===== src/rtl/pc_sequencer_if.sv =====
// pc_sequencer_if
//   Control and address bundle for the program-counter sequencer.
//   master : the control side (decode / testbench); drives the select
//            controls and targets, and observes PC, NextPC and the stack flags.
//   slave  : the sequencer itself.
//   Signals:
//     EN_L      active-low advance enable (1 = stall)
//     BR_TAKE   take relative branch
//     BR_OFF    signed branch offset relative to PC
//     JMP       absolute jump
//     JMP_ADDR  jump / call target
//     CALL      call: push PC+1, go to JMP_ADDR
//     RET       return: pop the stack into PC
//     PC        current fetch address (registered)
//     NextPC    address PC takes at the next rising edge
//     STK_FULL  return-address stack full
//     STK_EMPTY return-address stack empty
//     STK_ERR   sticky overflow/underflow flag
interface pc_sequencer_if #(
    parameter int PC_W = 8
);
    logic            EN_L;
    logic            BR_TAKE;
    logic [PC_W-1:0] BR_OFF;
    logic            JMP;
    logic [PC_W-1:0] JMP_ADDR;
    logic            CALL;
    logic            RET;
    logic [PC_W-1:0] PC;
    logic [PC_W-1:0] NextPC;
    logic            STK_FULL;
    logic            STK_EMPTY;
    logic            STK_ERR;

    modport master (
        output EN_L, BR_TAKE, BR_OFF, JMP, JMP_ADDR, CALL, RET,
        input  PC, NextPC, STK_FULL, STK_EMPTY, STK_ERR
    );

    modport slave (
        input  EN_L, BR_TAKE, BR_OFF, JMP, JMP_ADDR, CALL, RET,
        output PC, NextPC, STK_FULL, STK_EMPTY, STK_ERR
    );
endinterface


===== src/rtl/pc_sequencer.sv =====
// pc_sequencer
//   Parametrised program-counter sequencer. Each enabled cycle the next
//   fetch address is chosen from (highest priority first) return, call,
//   jump, relative branch, increment. All arithmetic wraps modulo 2^PC_W.
//
//   Optional feature macro: PC_RAS_EN
//     defined   : circular return-address stack of RAS_DEPTH entries;
//                 pushing when full overwrites the oldest entry, popping
//                 when empty falls back to PC+1; both set sticky STK_ERR.
//     undefined : no stack; CALL acts as JMP, RET acts as increment,
//                 STK_FULL=0, STK_EMPTY=1, STK_ERR=0.
//
//   Ports:
//     CLK      rising-edge clock
//     RESET_L  asynchronous active-low reset (PC <= RESET_VEC, stack empty)
//     bus      pc_sequencer_if.slave (controls in; PC, NextPC, flags out)
module pc_sequencer #(
    parameter int              PC_W      = 8,
    parameter int              RAS_DEPTH = 4,
    parameter logic [PC_W-1:0] RESET_VEC = '0
) (
    input logic           CLK,
    input logic           RESET_L,
    pc_sequencer_if.slave bus
);

    if (PC_W < 4) begin : gBadWidth
        $error("pc_sequencer: PC_W must be >= 4");
    end
    if ((RAS_DEPTH < 2) || ((RAS_DEPTH & (RAS_DEPTH - 1)) != 0)) begin : gBadDepth
        $error("pc_sequencer: RAS_DEPTH must be a power of two >= 2");
    end

    logic [PC_W-1:0] pcReg;
    logic [PC_W-1:0] nextPc;
    logic [PC_W-1:0] pcPlus1;
    logic [PC_W-1:0] pcBranch;

    assign pcPlus1  = pcReg + PC_W'(1);
    assign pcBranch = pcReg + bus.BR_OFF;

`ifdef PC_RAS_EN
    localparam int              PTR_W   = $clog2(RAS_DEPTH);
    localparam int              CNT_W   = PTR_W + 1;
    localparam logic [CNT_W-1:0] CNT_MAX = CNT_W'(RAS_DEPTH);

    logic [PC_W-1:0]  stack [RAS_DEPTH];
    // wrPtr is the next free slot; when full it also points at the oldest
    // entry, so a push-when-full naturally overwrites the oldest.
    logic [PTR_W-1:0] wrPtr;
    logic [PTR_W-1:0] topPtr;
    logic [CNT_W-1:0] count;
    logic [CNT_W-1:0] countNext;
    logic             doPush;
    logic             doPop;
    logic             pushFull;
    logic             popEmpty;
    logic             fullReg;
    logic             emptyReg;
    logic             errReg;

    assign topPtr = wrPtr - PTR_W'(1);

    // RET outranks CALL, so a simultaneous CALL never pushes.
    always_comb begin
        doPush    = 1'b0;
        doPop     = 1'b0;
        pushFull  = 1'b0;
        popEmpty  = 1'b0;
        countNext = count;
        if (!bus.EN_L) begin
            if (bus.RET) begin
                if (count != '0) begin
                    doPop     = 1'b1;
                    countNext = count - CNT_W'(1);
                end else begin
                    popEmpty = 1'b1;
                end
            end else if (bus.CALL) begin
                doPush = 1'b1;
                if (count == CNT_MAX) begin
                    pushFull = 1'b1;
                end else begin
                    countNext = count + CNT_W'(1);
                end
            end
        end
    end

    always_comb begin
        nextPc = pcPlus1;
        if (bus.EN_L) begin
            nextPc = pcReg;
        end else if (bus.RET) begin
            nextPc = (count != '0) ? stack[topPtr] : pcPlus1;
        end else if (bus.CALL || bus.JMP) begin
            nextPc = bus.JMP_ADDR;
        end else if (bus.BR_TAKE) begin
            nextPc = pcBranch;
        end
    end

    // Stack contents are deliberately left out of reset.
    always_ff @(posedge CLK) begin
        if (doPush) begin
            stack[wrPtr] <= pcPlus1;
        end
    end

    always_ff @(posedge CLK or negedge RESET_L) begin
        if (!RESET_L) begin
            wrPtr    <= '0;
            count    <= '0;
            fullReg  <= 1'b0;
            emptyReg <= 1'b1;
            errReg   <= 1'b0;
        end else begin
            if (doPush) begin
                wrPtr <= wrPtr + PTR_W'(1);
            end else if (doPop) begin
                wrPtr <= topPtr;
            end
            count    <= countNext;
            fullReg  <= (countNext == CNT_MAX);
            emptyReg <= (countNext == '0);
            if (pushFull || popEmpty) begin
                errReg <= 1'b1;
            end
        end
    end

    assign bus.STK_FULL  = fullReg;
    assign bus.STK_EMPTY = emptyReg;
    assign bus.STK_ERR   = errReg;
`else
    // Without a stack, RET still outranks CALL but degrades to increment.
    always_comb begin
        nextPc = pcPlus1;
        if (bus.EN_L) begin
            nextPc = pcReg;
        end else if (bus.RET) begin
            nextPc = pcPlus1;
        end else if (bus.CALL || bus.JMP) begin
            nextPc = bus.JMP_ADDR;
        end else if (bus.BR_TAKE) begin
            nextPc = pcBranch;
        end
    end

    assign bus.STK_FULL  = 1'b0;
    assign bus.STK_EMPTY = 1'b1;
    assign bus.STK_ERR   = 1'b0;
`endif

    always_ff @(posedge CLK or negedge RESET_L) begin
        if (!RESET_L) begin
            pcReg <= RESET_VEC;
        end else begin
            pcReg <= nextPc;
        end
    end

    assign bus.PC     = pcReg;
    assign bus.NextPC = nextPc;

endmodule

===== src/flat_wrapper.sv =====
// flat-port wrapper written by rule: the top's interface ports become plain ports
module pc_sequencer_flat 
#(
    parameter int              PC_W      = 8,
    parameter int              RAS_DEPTH = 4,
    parameter logic [PC_W-1:0] RESET_VEC = '0
)
  (CLK, RESET_L, bus_EN_L, bus_BR_TAKE, bus_BR_OFF, bus_JMP, bus_JMP_ADDR, bus_CALL, bus_RET, bus_PC, bus_NextPC, bus_STK_FULL, bus_STK_EMPTY, bus_STK_ERR);
  pc_sequencer_if #(.PC_W(PC_W)) bus_i ();
  input logic CLK;
  input logic RESET_L;
  input wire logic [$bits(bus_i.EN_L)-1:0] bus_EN_L;
  input wire logic [$bits(bus_i.BR_TAKE)-1:0] bus_BR_TAKE;
  input wire logic [$bits(bus_i.BR_OFF)-1:0] bus_BR_OFF;
  input wire logic [$bits(bus_i.JMP)-1:0] bus_JMP;
  input wire logic [$bits(bus_i.JMP_ADDR)-1:0] bus_JMP_ADDR;
  input wire logic [$bits(bus_i.CALL)-1:0] bus_CALL;
  input wire logic [$bits(bus_i.RET)-1:0] bus_RET;
  output wire logic [$bits(bus_i.PC)-1:0] bus_PC;
  output wire logic [$bits(bus_i.NextPC)-1:0] bus_NextPC;
  output wire logic [$bits(bus_i.STK_FULL)-1:0] bus_STK_FULL;
  output wire logic [$bits(bus_i.STK_EMPTY)-1:0] bus_STK_EMPTY;
  output wire logic [$bits(bus_i.STK_ERR)-1:0] bus_STK_ERR;
  assign bus_i.EN_L = bus_EN_L;
  assign bus_i.BR_TAKE = bus_BR_TAKE;
  assign bus_i.BR_OFF = bus_BR_OFF;
  assign bus_i.JMP = bus_JMP;
  assign bus_i.JMP_ADDR = bus_JMP_ADDR;
  assign bus_i.CALL = bus_CALL;
  assign bus_i.RET = bus_RET;
  assign bus_PC = bus_i.PC;
  assign bus_NextPC = bus_i.NextPC;
  assign bus_STK_FULL = bus_i.STK_FULL;
  assign bus_STK_EMPTY = bus_i.STK_EMPTY;
  assign bus_STK_ERR = bus_i.STK_ERR;
  pc_sequencer #(.PC_W(PC_W), .RAS_DEPTH(RAS_DEPTH), .RESET_VEC(RESET_VEC)) u_core (.CLK(CLK), .RESET_L(RESET_L), .bus(bus_i));
endmodule

===== config.mk =====
export PLATFORM = sky130hd
export DESIGN_NAME = pc_sequencer_flat
export DESIGN_NICKNAME = d
export VERILOG_FILES = /design/src/rtl/pc_sequencer_if.sv /design/src/rtl/pc_sequencer.sv /design/src/flat_wrapper.sv
export SDC_FILE = /design/constraint.sdc
export NUM_CORES = 1
export LEC_CHECK = 0
export BUFFER_PORTS_ARGS = -buffer_cell sky130_fd_sc_hd__buf_2
export CAP_MARGIN = 0
export CORE_MARGIN = 1
export CORE_UTILIZATION = 51
export DETAILED_ROUTE_END_ITERATION = 6
export HOLD_SLACK_MARGIN = 0.08
export PLACE_DENSITY = 0.85
export SYNTH_ARGS = -nofsm -noshare
export SYNTH_HDL_FRONTEND = slang
export SYNTH_SLANG_ARGS = --single-unit

===== constraint.sdc =====
create_clock -name CLK -period 2.7 [get_ports CLK]
set_input_delay 0.135 -clock CLK [delete_from_list [all_inputs] [get_ports CLK]]
set_output_delay 0.135 -clock CLK [all_outputs]
set_load 0.02 [all_outputs]

# Yosys cells after proc, flatten, opt, wreduce, memory -nomap -nowiden
# Index checks and enable logic that the tools add are counted.
# totals
input_bits,23
output_inout_bits,19
regBits,8
wordCells,8
# classes
n_reduce_logical,1
add_sub_neg,2
muxes,4
# op_table
operator,n
$mux W8,4
$add A8 B1 Y8 const B,1
$add A8 B8 Y8,1
$logic_or A1 B1 Y1,1

# Longest topological paths before layout
# depth
word_depth,5
ltp_mapped,8

# Worst setup path before layout
# No wires, ideal clock.
# synth_path
kind,register to register
from,register u_core.pcReg[0] (netlist: u_core.bus.PC[0])
to,register u_core.pcReg[6] (netlist: u_core.bus.PC[6])
setup_slack_ns,0.168
synth_period_minus_slack_ns,2.532
stages_incl_launch_ff,9
setup_time_ns,0.191
required_time_ns,2.509
arrival_ns,2.341
cell_sequence,dfrtp_1 > ha_1 > inv_1 > fa_1 > nor2b_1 > o31a_1 > mux2i_1 > a211oi_1 > o31ai_1
# synth_via
elab_chain_len,5
# synth_lines
element,line_no,text
start: declaration,pc_sequencer.sv:34,logic [PC_W-1:0] pcReg;
start signal: assignment,pc_sequencer.sv:159,pcReg <= nextPc;
$add A8 B1 Y8 or $add A8 B8 Y8 (tied branches),"pc_sequencer.sv:39, pc_sequencer.sv:40",
$mux W8,pc_sequencer.sv:145,end else if (bus.BR_TAKE) begin
$mux W8,pc_sequencer.sv:143,end else if (bus.CALL || bus.JMP) begin
$mux W8 *,pc_sequencer.sv:141,end else if (bus.RET) begin
$mux W8 *,pc_sequencer.sv:139,if (bus.EN_L) begin
net bus_NextPC[6],flat_wrapper.sv:20,output wire logic [$bits(bus_i.NextPC)-1:0] bus_NextPC;
# The timed path passes the listed nets; every way through them passes the cells marked *.

# Worst setup path in the final report
# layout_path
from,register u_core.pcReg[0] (netlist: u_core.bus.PC[0])
to,output port bus_NextPC[6]
# layout_via
elab_chain_len,5
# layout_lines
element,line_no
$add A8 B1 Y8 or $add A8 B8 Y8 (tied branches),"pc_sequencer.sv:39, pc_sequencer.sv:40"
$mux W8,pc_sequencer.sv:145
$mux W8,pc_sequencer.sv:143
$mux W8 *,pc_sequencer.sv:141
$mux W8 *,pc_sequencer.sv:139
end: declaration,flat_wrapper.sv:20
# Every way passes the cells marked *; elsewhere a longest branch is shown, timed or not.

==> impl_results.md <==
- Routed WL: between 2 and 3 mm
- Root Driver: clkbuf_4
- Ratio of final minimum period to clock period: 0.944
- Synth cell types: 47
- All-Layer GR Usage: 0.277
- Crit path kind: reg -> out
- Reg-to-reg startpoint: u_core.bus.PC[0]
- CTS clk-pin slew, worst paths: approximately 0.050 ns
- Hold Crit Class: in -> reg
- Syn avg cell area: about 7.8 um^2
- Drc violations: 0
- GP Congestion: 0.879
- Layout Nets: roughly 200
- Max reg flops: 8
- Vias in the first global route: 986
- HPWL Detailed: about 2.1 mm
- Fin util: 0.684
- CTS Buf Count: 3
- Global route overflow: 0
- First-pass GRT wire length: ~4.2 mm
- Max VDD drop: around 0.35 mV
- Clk_lat worst skew: between 0.2 and 0.3 ns
- R2R Setup Slk: between 0.6 and 0.7 ns
- RSZ-0062 raised after global routing: true
- Vias: roughly 1,200
- FF-to-FF End: u_core.bus.PC[6]
- Initial Util: 0.558
- Critical Path, Cell by Cell: ha_1, inv_1, fa_1, nor2b_2, o31a_1, mux2i_1, a211oi_1, o31ai_1, buf_2
- Hold Path End: u_core.bus.PC[2]
- Final hold violations: 0
- CTS Buffer Depth: 2
- Layout cell share with drive strength beyond 1: 0.301
- Startpoint Class: flop
- Drt first pass iters: 4
- MaxCap Viol Count: 0
- Leakage power: between 0.5 and 0.6 nW
- Die X-Extent: around 46 um
- Yosys reg bits: 8
- Max-slew violations: 0
- Reg2Reg Depth: 8
- WL per Instance: about 15 um
- Clk_skew: approximately 0.0034 ns
- Initial drt markers: 32
- DR vias/cell: 6.14
- CP Max Fanout: 8
- Diodes inserted: 0
- Final setup violation count: 0
- EDFF count, synth: 0
- Ports: between 40 and 50
- Row cnt: 15
- Sequential share of the synthesized area: 0.203
- Most common cell after layout, fill and taps aside: buf_2
- Hold path cells: 3
- Hold slack: 0.232 ns
- Power Dens Cells: slightly below 600 nW/um^2
- Status: completed
- Slowest cell on the critical path: dfrtp_2
- Maximum operating frequency: 392 MHz
- Commonest register cell after synthesis: dfrtp_1
- Crit-path max cell delay: approximately 0.44 ns
- Tmin final: about 2.5 ns
- Most frequent cells in the layout: buf_2, a21oi_1, nor2_1
- Placed instance area: ~1200 um^2
- Core Area: between 1500 and 2000 um^2
- IO Port Bufs: 38
- Top reg by flops: u_core.bus.PC
- Post-synth ARST share: 1.00
- Largest registers: u_core.bus.PC x8
- CP Capture Type: output pin
- Die Y: 45.9 um
- Synth Instances: between 100 and 150
- Worst path arrival time: between 2 and 2.5 ns
- TritonCTS clock tree: built
- Hold_sp: bus_JMP_ADDR[2]
- Final Power: between 0.6 and 0.7 mW
- Synth warn: 0
- Post-DRT Antenna Nets: 0
- WP data required: around 2.6 ns
- Area grow syn2layout: 22.5%
- Buf/Inv on CP: 2
- Initial antenna violation count: 0
- Top delay family on crit path: adder cells
- Largest net degree at the start of global routing: 18
- Mapped cell area: 985 um^2
- Final instance area: ~1200 um^2
- Die area: approximately 2100 um^2
- H-tree depth: 1
- Sink Count: 8
[power by group]
| group | internal [mW] | switching [mW] | total, mW | leakage, nW |
|---|---|---|---|---|
| clock | 0.0512 | 0.0456 | 0.0968 | 0.0138 |
| sequential | 0.145 | 0.0537 | 0.198 | 0.0909 |
| combinational | 0.158 | 0.243 | 0.401 | 0.449 |
[cells by family (layout without fill, tap and decap cells)]
group	after synthesis	in the layout	share of synthesized area
flip-flops	8	8	0.203
XOR/XNOR	4	4	0.0356
buffers and inverters	16	51	0.0864
adder cells (fa/ha/maj)	9	9	0.122
AO/OA/AOI/OAI	47	47	0.301
multiplexers	1	1	0.0102
AND/OR/NAND/NOR	40	40	0.234
other	2	3	0.00763
[per-layer routing]
metal | track usage | vias up | routed length [um]
li1 | - | 543 | -
met1 | 0.362 | 552 | 1170
met2 | 0.431 | 55 | 1330
met3 | 0.0317 | 5 | 185
met4 | 0.165 | 0 | 52
met5 | 0 | - | 0
[synthesized netlist by cell type (all sizes together) (3+ instances only)]
cell    number  area (um^2)
a21oi       16         80.1
nor2        10         37.5
dfrtp        8          200
ha           8          100
inv          8         30.0
nand3        8         40.0
o21ai        8         40.0
a211oi       7         52.6
buf          6         43.8
nand2        4         15.0
a21o         3         22.5
a31oi        3         18.8
nand4        3         25.0
nor3         3         20.0
xor2         3         26.3
[worst register-to-register path, cell delays in order (launching register included)]
cell and delay, ns:
dfrtp_2 0.44, ha_1 0.20, inv_1 0.05, fa_1 0.40, nor2b_2 0.15, o31a_1 0.17, mux2i_1 0.20, a211oi_1 0.06
o31ai_1 0.26
[through the flow]
stage / instances / setup WS [ns] / TNS [ns]
6_report: 188 / 0.150 / 0
5_1_grt: 188 / -0.0121 / -0.0121
4_1_cts: 188 / 0.0578 / 0
3_5_place_dp: 184 / 0.341 / 0
3_3_place_gp: 184 / 0.406 / 0
2_1_floorplan: 128 / 0.168 / 0
[worst max-delay path by stage]
stage,end,slack (ns),from,depth (start not counted)
after global placement,bus_NextPC[6],0.41,u_core.bus.PC[0],9
final,bus_NextPC[6],0.15,u_core.bus.PC[0],9
after global routing,bus_NextPC[6],-0.01,u_core.bus.PC[0],9
after detailed placement,bus_NextPC[6],0.34,u_core.bus.PC[0],9
after CTS,bus_NextPC[6],0.06,u_core.bus.PC[0],9
after floorplan,u_core.bus.PC[6],0.17,u_core.bus.PC[0],8
[area by class of cell]
class	count	area [um^2]
clock buffer	3	22.5
fill	158	558
inverter	8	30.0
multi-input combinational	104	713
sequential	8	201
tap	25	31.3
timing repair buffer	40	208
[repair_timing]
item / 4_1_cts / 5_1_grt
hold endpoints to repair: 8 / 0
resized for setup: 0 / 3
setup endpoints to repair: 0 / 2
hold buffers: 1 / 0
setup buffers: 0 / 0
Note: power is estimated with default switching activity, not from simulation.
